<file path="src/rtl/ss_pkg.sv">
// Shared types and constants for the seven-segment scan scheduler.
// Contents:
//   nibble_t      - one hex digit
//   SEG_OFF       - active-low abcdefg pattern with every segment dark
//   HEX_SEG_TABLE - active-low abcdefg pattern for each hex value 0..F
package ss_pkg;

  typedef logic [3:0] nibble_t;

  localparam logic [6:0] SEG_OFF = 7'h7F;

  // Index 0 holds the pattern for hex 0, index 15 the pattern for hex F.
  localparam logic [6:0] HEX_SEG_TABLE [16] = '{
    7'h01, 7'h4F, 7'h12, 7'h06, 7'h4C, 7'h24, 7'h20, 7'h0F,
    7'h00, 7'h04, 7'h08, 7'h60, 7'h31, 7'h42, 7'h30, 7'h38
  };

endpackage

</file>
<file path="src/rtl/ss_scan_scheduler_if.sv">
// Load handshake bundle for ss_scan_scheduler.
// Signals:
//   load_valid - producer offers a new N-digit value
//   load_ready - scheduler can accept (shadow buffer empty)
//   load_data  - N hex nibbles, digit 0 in bits [3:0]
// Modports: master (value producer), slave (scheduler).
interface ss_scan_scheduler_if #(
  parameter int unsigned N = 4
);

  logic           load_valid;
  logic           load_ready;
  logic [N*4-1:0] load_data;

  modport master (
    output load_valid,
    output load_data,
    input  load_ready
  );

  modport slave (
    input  load_valid,
    input  load_data,
    output load_ready
  );

endinterface

</file>
<file path="src/rtl/ss_hex_decode.sv">
// Combinational hex-nibble to seven-segment decoder.
// Ports:
//   nibble_i - hex value 0..F
//   seg_o    - active-low abcdefg pattern for that value
module ss_hex_decode
  import ss_pkg::*;
(
  input  nibble_t    nibble_i,
  output logic [6:0] seg_o
);

  assign seg_o = HEX_SEG_TABLE[nibble_i];

endmodule

</file>
<file path="src/rtl/ss_scan_scheduler.sv">
// Time-multiplexed scan scheduler for an N-digit common-anode seven-segment bank.
// A prescaler produces a scan tick every CLK_DIV clocks; each digit owns a slot of
// 2^BRIGHT_W ticks, and within the slot the digit is lit while the tick count is
// below the brightness code (all-ones = always lit). New values arrive through a
// valid/ready handshake into a shadow buffer and are swapped into the displayed
// buffer only at a frame boundary, so a value never tears across a frame.
// Ports:
//   clk, rst    - clock, asynchronous active-low reset
//   load        - slave side of the load handshake (valid/ready/data)
//   brightness  - PWM duty code, 0 = off, all-ones = 100%
//   blank       - force every digit off while scanning continues
//   displays    - active-low digit selects (registered)
//   segments    - active-low abcdefg (registered)
//   frame_start - one-cycle pulse after the digit index wraps to 0
// Build option: define SS_LEADING_ZERO_BLANK_EN to suppress leading zeros
// (digit 0 always stays eligible).
module ss_scan_scheduler
  import ss_pkg::*;
#(
  parameter int unsigned N        = 4,
  parameter int unsigned CLK_DIV  = 16,
  parameter int unsigned BRIGHT_W = 2
) (
  input  logic                clk,
  input  logic                rst,
  ss_scan_scheduler_if.slave  load,
  input  logic [BRIGHT_W-1:0] brightness,
  input  logic                blank,
  output logic [N-1:0]        displays,
  output logic [6:0]          segments,
  output logic                frame_start
);

  localparam int unsigned DivW = (CLK_DIV > 1) ? $clog2(CLK_DIV) : 1;
  localparam int unsigned DigW = (N > 1) ? $clog2(N) : 1;
  localparam logic [DivW-1:0] DivLast = DivW'(CLK_DIV - 1);
  localparam logic [DigW-1:0] DigLast = DigW'(N - 1);

  logic [DivW-1:0]     div_cnt_q, div_cnt_d;
  logic [BRIGHT_W-1:0] sub_cnt_q, sub_cnt_d;
  logic [DigW-1:0]     digit_q, digit_d;
  logic [N*4-1:0]      active_q, active_d;
  logic [N*4-1:0]      shadow_q, shadow_d;
  logic                pending_q, pending_d;
  logic [N-1:0]        displays_q, displays_d;
  logic [6:0]          segments_q, segments_d;
  logic                frame_start_q, frame_start_d;

  logic       tick;
  logic       slot_end;
  logic       boundary;
  logic       xfer;
  logic       duty_on;
  logic       lz_cur;
  logic       digit_on;
  nibble_t    cur_nibble;
  logic [6:0] dec_seg;

  assign load.load_ready = ~pending_q;
  assign xfer            = load.load_valid & ~pending_q;

  // Prescaler, slot counter and digit index.
  always_comb begin
    tick      = (div_cnt_q == DivLast);
    slot_end  = tick && (sub_cnt_q == '1);
    boundary  = slot_end && (digit_q == DigLast);
    div_cnt_d = tick ? '0 : div_cnt_q + DivW'(1);
    sub_cnt_d = tick ? sub_cnt_q + BRIGHT_W'(1) : sub_cnt_q;
    digit_d   = digit_q;
    if (slot_end) begin
      digit_d = (digit_q == DigLast) ? '0 : digit_q + DigW'(1);
    end
  end

  // Double buffer. A transfer needs pending_q == 0, so it can never coincide
  // with a swap; a transfer on the boundary edge waits for the next frame.
  always_comb begin
    shadow_d  = shadow_q;
    active_d  = active_q;
    pending_d = pending_q;
    if (boundary && pending_q) begin
      active_d  = shadow_q;
      pending_d = 1'b0;
    end else if (xfer) begin
      shadow_d  = load.load_data;
      pending_d = 1'b1;
    end
  end

  always_comb begin
    cur_nibble = '0;
    for (int unsigned i = 0; i < N; i++) begin
      if (digit_q == DigW'(i)) begin
        cur_nibble = active_q[4*i +: 4];
      end
    end
  end

`ifdef SS_LEADING_ZERO_BLANK_EN
  // lz_mask[i] is set when nibbles i..N-1 of the displayed value are all zero.
  // It depends only on active_q, so it changes only at a swap.
  logic [N-1:0] lz_mask;
  logic         zero_above;

  always_comb begin
    lz_mask    = '0;
    zero_above = 1'b1;
    for (int i = N - 1; i >= 1; i--) begin
      zero_above = zero_above & (active_q[4*i +: 4] == 4'h0);
      lz_mask[i] = zero_above;
    end
  end

  always_comb begin
    lz_cur = 1'b0;
    for (int unsigned i = 0; i < N; i++) begin
      if (digit_q == DigW'(i)) begin
        lz_cur = lz_mask[i];
      end
    end
  end
`else
  assign lz_cur = 1'b0;
`endif

  ss_hex_decode u_hex_decode (
    .nibble_i (cur_nibble),
    .seg_o    (dec_seg)
  );

  always_comb begin
    duty_on       = (sub_cnt_q < brightness) || (brightness == '1);
    digit_on      = duty_on && !blank && !lz_cur;
    displays_d    = digit_on ? ~(N'(1) << digit_q) : '1;
    segments_d    = digit_on ? dec_seg : SEG_OFF;
    frame_start_d = boundary;
  end

  always_ff @(posedge clk or negedge rst) begin
    if (!rst) begin
      div_cnt_q     <= '0;
      sub_cnt_q     <= '0;
      digit_q       <= '0;
      active_q      <= '0;
      shadow_q      <= '0;
      pending_q     <= 1'b0;
      displays_q    <= '1;
      segments_q    <= SEG_OFF;
      frame_start_q <= 1'b0;
    end else begin
      div_cnt_q     <= div_cnt_d;
      sub_cnt_q     <= sub_cnt_d;
      digit_q       <= digit_d;
      active_q      <= active_d;
      shadow_q      <= shadow_d;
      pending_q     <= pending_d;
      displays_q    <= displays_d;
      segments_q    <= segments_d;
      frame_start_q <= frame_start_d;
    end
  end

  assign displays    = displays_q;
  assign segments    = segments_q;
  assign frame_start = frame_start_q;

endmodule

</file>
<file path="src/flat_wrapper.sv">
// flat-port wrapper written by rule: the top's interface ports become plain ports
module ss_scan_scheduler_flat import ss_pkg::*;
#(
  parameter int unsigned N        = 4,
  parameter int unsigned CLK_DIV  = 16,
  parameter int unsigned BRIGHT_W = 2
)
  (clk, rst, brightness, blank, displays, segments, frame_start, load_load_valid, load_load_data, load_load_ready);
  ss_scan_scheduler_if #(.N(N)) load_i ();
  input  logic clk;
  input  logic rst;
  input  logic [BRIGHT_W-1:0] brightness;
  input  logic blank;
  output logic [N-1:0] displays;
  output logic [6:0] segments;
  output logic frame_start;
  input wire logic [$bits(load_i.load_valid)-1:0] load_load_valid;
  input wire logic [$bits(load_i.load_data)-1:0] load_load_data;
  output wire logic [$bits(load_i.load_ready)-1:0] load_load_ready;
  assign load_i.load_valid = load_load_valid;
  assign load_i.load_data = load_load_data;
  assign load_load_ready = load_i.load_ready;
  ss_scan_scheduler #(.N(N), .CLK_DIV(CLK_DIV), .BRIGHT_W(BRIGHT_W)) u_core (.clk(clk), .rst(rst), .load(load_i), .brightness(brightness), .blank(blank), .displays(displays), .segments(segments), .frame_start(frame_start));
endmodule
</file>
<file path="config.mk">
export PLATFORM = sky130hd
export DESIGN_NAME = ss_scan_scheduler_flat
export DESIGN_NICKNAME = d
export VERILOG_FILES = /design/src/rtl/ss_pkg.sv /design/src/rtl/ss_scan_scheduler_if.sv /design/src/rtl/ss_hex_decode.sv /design/src/rtl/ss_scan_scheduler.sv /design/src/flat_wrapper.sv
export SDC_FILE = /design/constraint.sdc
export NUM_CORES = 1
export LEC_CHECK = 0
export BUFFER_PORTS_ARGS = -buffer_cell sky130_fd_sc_hd__buf_4
export CAP_MARGIN = 20
export CORE_MARGIN = 2
export CORE_UTILIZATION = 40
export CTS_CLUSTER_SIZE = 20
export DETAILED_ROUTE_END_ITERATION = 8
export SLEW_MARGIN = 20
export SYNTH_ARGS = -nofsm -noshare
export SYNTH_HDL_FRONTEND = slang
export SYNTH_SLANG_ARGS = --single-unit
</file>
<file path="constraint.sdc">
create_clock -name clk -period 6.7 [get_ports clk]
set_input_delay 1.34 -clock clk [delete_from_list [all_inputs] [get_ports clk]]
set_output_delay 1.34 -clock clk [all_outputs]
set_load 0.01 [all_outputs]
</file>
==> impl_summary.txt <==
----------------------------------------------------
[Global routing]
  Global-route wire length before repair ... 6982 um
  Routing usage on met2 ... 22.82%
  Largest net degree at the start of global routing ... 54
  GRT Overall Usage ... 13.89%
  Global routing met1 resource utilization ... 17.46%
  Overflow left after global routing ... 0
  Number of antenna violations at the first check in global routing ... 0
  Vias in the first global route ... 1495
  Top Usage Layer GRT ... met2
  Met3 capacity usage during global routing ... 3.913%

[Detailed routing]
  Number of optimization iterations in the first detailed-route pass ... 4
  First-iteration detailed-routing DRC count ... 48
  Via count of the routed design ... between 1500 and 2000
  Residual DRC ... 0
  Final wirelength ... ~4000 um
  Average via count per standard cell ... between 5 and 6
  Wire length per cell ... 13.52 um
  Number of nets with antenna violations after routing ... 0

[Finish]
  Fillers ... 551
  Final non-filler cell area ... between 0.002 and 0.003 mm^2
  ANT cells ... 0
  Area overhead of the layout relative to synthesis ... 15.97%
  Layout Cells excl Fill ... 297
  Total number of nets in the final design ... 256
  Fraction of final layout cells with drive strength greater than 1 ... 43.69%

[Clock tree]
  Hold-fix buffers, CTS ... 0
  Setup bufs post-CTS ... 0
  H-tree levels ... 2
  Worst-case clock buffer depth ... 2
  Number of buffers created by CTS ... 5
  Clock sink count ... 53
  Insertion delay to the later sink of the worst-skew pair ... a little over 300 ps
  Clock transition at path regs ... 100 ps
  Quantity of gates resized following cts ... 0
  Root Buffer Master ... clkbuf_8
  CTS tree ... yes

[Timing]
  Unrepaired setup endpoints after global routing ... no
  Slew headroom ... 43.68%
  Final hold vios ... 0
  F_max ... 0.3926 GHz
  Final setup TNS ... 0 ps
  Maximum clock skew at final layout ... 8.640 ps
  Fin. max-slew vios ... 0
  Minimum setup slack in the final design ... 4153 ps
  Total setup violations reported at the end of the flow ... 0
  Tightest Pin Transition ... between 800 and 900 ps
  Minimum period implied by the final worst setup slack ... ~2500 ps
  Final period utilization ... between 30% and 40%

[Synthesis]
  Number of synthesized register bits ... 53
  Top post-synthesis cells by count ... dfrtp_1 (42), mux2_2 (33), ha_1 (13), dfstp_2 (11), inv_1 (11)
  Cell type with the largest total area after synthesis ... dfrtp_1
  Library cell with the highest instance count after synthesis ... dfrtp_1
  Top flip-flop cell by instance count after synthesis ... dfrtp_1
  Async S/R FF share, synth ... 100.0%
  Yosys warns ... 0
  Mapped Cells ... about 190
  Post-synth top area share ... 42.73%
  Cell Area, Synth ... roughly 0.0025 mm^2
  Unique masters post-synth ... 42
  Post-Syn Nets ... about 220
  Portion of the post-synthesis area used by sequential elements ... 54.48%
  Post-Syn Area per Cell ... 13.23 um^2
  Cells taking the most area after synthesis ... dfrtp_1 (43%), mux2_2 (15%), dfstp_2 (12%)
  Number of enable-type register cells in the synthesized netlist ... 0

[Flow run]
  Reported max-cap violation count ... 0

[Placed design]
  Gpl congestion ... 0.8083
  Quantity of I/O buffers inserted on ports ... 34
  Post-detail-place hpwl ... 2873 um
  Worst slack, placed ... roughly 3800 ps
  Post-placement cell count ... 289
  Total placed instance area ... 0.002759 mm^2

[Critical path]
  Critical path capture point type ... flip-flop
  Maximum fanout encountered on the critical timing path ... 11
  Worst setup slack for register-to-register paths ... 4250 ps
  Signal arrival time at the worst endpoint ... 2800 ps
  Kind of critical path ... primary input to flip-flop
  Data required, critical path ... 6950 ps
  Category of the worst setup path launch point ... primary input

[Die]
  Top-level port count ... 35
  CORE AREA ... 0.005921 mm^2
  Die outline area ... 0.006793 mm^2
  Effective utilization at floorplan ... 41.55%
  Vertical die dimension ... 82.42 um
  Die X ... 82.42 um
  Number of placement rows ... 28

[Power and ir drop]
  Peak supply drop ... 0.09184 mV
  Power density over cell area ... between 150 and 200 mW/mm^2
  Standby leakage power ... about 0.0013 uW

[Outcome]
  Run status ... finished, final reports clean

[Worst hold path]
  HP Class ... flip-flop to flip-flop

----------------------------------------------------
==> layout make-up <==
| class | count | area (um^2) | area share [%] |
|---|---|---|---|
| Multi-Input combinational cell | 115 | 1021 | 35.79 |
| Clock inverter | 3 | 25.02 | 0.8772 |
| Timing Repair Buffer | 35 | 262.8 | 9.211 |
| Sequential cell | 53 | 1340 | 46.97 |
| Inverter | 11 | 41.29 | 1.447 |
| Tap cell | 75 | 93.84 | 3.289 |
| Clock buffer | 5 | 68.82 | 2.412 |
==> registers in the layout, summed over array words and instances, names as in the netlist <==
register / flops
u_core.active_q: 16
u_core.shadow_q: 16
u_core.segments: 7
u_core.displays: 4
u_core.div_cnt_q: 4
u_core.digit_q: 2
u_core.sub_cnt_q: 2
u_core.frame_start: 1
u_core.pending_q: 1
==> logic make-up (layout without fill, tap and decap cells) <==
kind of cell	Yosys count	in the layout	synth area share [%]
adder cells (fa/ha/maj)	13	13	6.613
multiplexers	39	39	18.06
buffers and inverters	18	54	4.018
XOR/XNOR	2	2	0.7122
AO/OA/AOI/OAI	26	26	7.934
AND/OR/NAND/NOR	35	35	8.189
flip-flops	53	53	54.48
==> layout by cell type, fill, tap and decap left out, drive strengths merged, types with 2 or more instances in the layout <==
master  Yosys  final
o22ai       2      2
nor2        6      6
a21o        2      2
nor3b       3      3
inv        11     13
a211oi      2      2
buf         5     35
xor2        2      2
a21oi       5      5
nand2b      4      4
mux2       37     37
mux2i       2      2
clkbuf      2      5
nor2b       4      4
nand2      12     12
a22oi       2      2
nand3b      2      2
o311ai      2      2
ha         13     13
dfstp      11     11
o21ai       4      4
dfrtp      42     42
==> final timing paths <==
check,start,cells after the start,to
worst max-delay path,brightness[1],8,u_core.segments[5]$_DFF_PN1_
worst min register to register,u_core.div_cnt_q[3]$_DFF_PN0_,1,u_core.div_cnt_q[3]$_DFF_PN0_
min in group asynchronous,rst,1,u_core.sub_cnt_q[0]$_DFFE_PN0N_
worst min-delay path,u_core.div_cnt_q[3]$_DFF_PN0_,1,u_core.div_cnt_q[3]$_DFF_PN0_
worst max register to register,u_core.digit_q[0]$_DFFE_PN0N_,10,u_core.segments[0]$_DFF_PN1_
max in group asynchronous,rst,1,u_core.active_q[8]$_DFFE_PN0P_
==> per-layer routing <==
metal	vias to the layer above	routed length (um)
met3	5	165
met5	-	0
met2	32	1980
li1	722	-
met1	747	1810
met4	0	59
==> critical path: stages <==
cell,delay (ps)
buf_4,80
inv_1,30
ha_1,280
nor2_1,100
a21oi_1,50
nor2_1,530
o21ai_0,190
a21o_1,190
==> power breakdown <==
group          total, uW  internal (uW)  switching [uW]
Clock                186           76.3             110
Sequential           343            337            6.62
Combinational       35.9           21.4            14.5
==> through the flow <==
step | total power, uW | hold WS [ps] | util [%]
finish | 565.1 | 483.6 | 48.18
global placement | 385.6 | 456.9 | 46.60
floorplan | 363.5 | 442.8 | -
global route | 594.7 | 519.0 | 48.18
detailed placement | 387.0 | 477.6 | 46.60
CTS | 576.8 | 491.3 | 48.18
No activity file was read; power rests on OpenSTA's default activity.
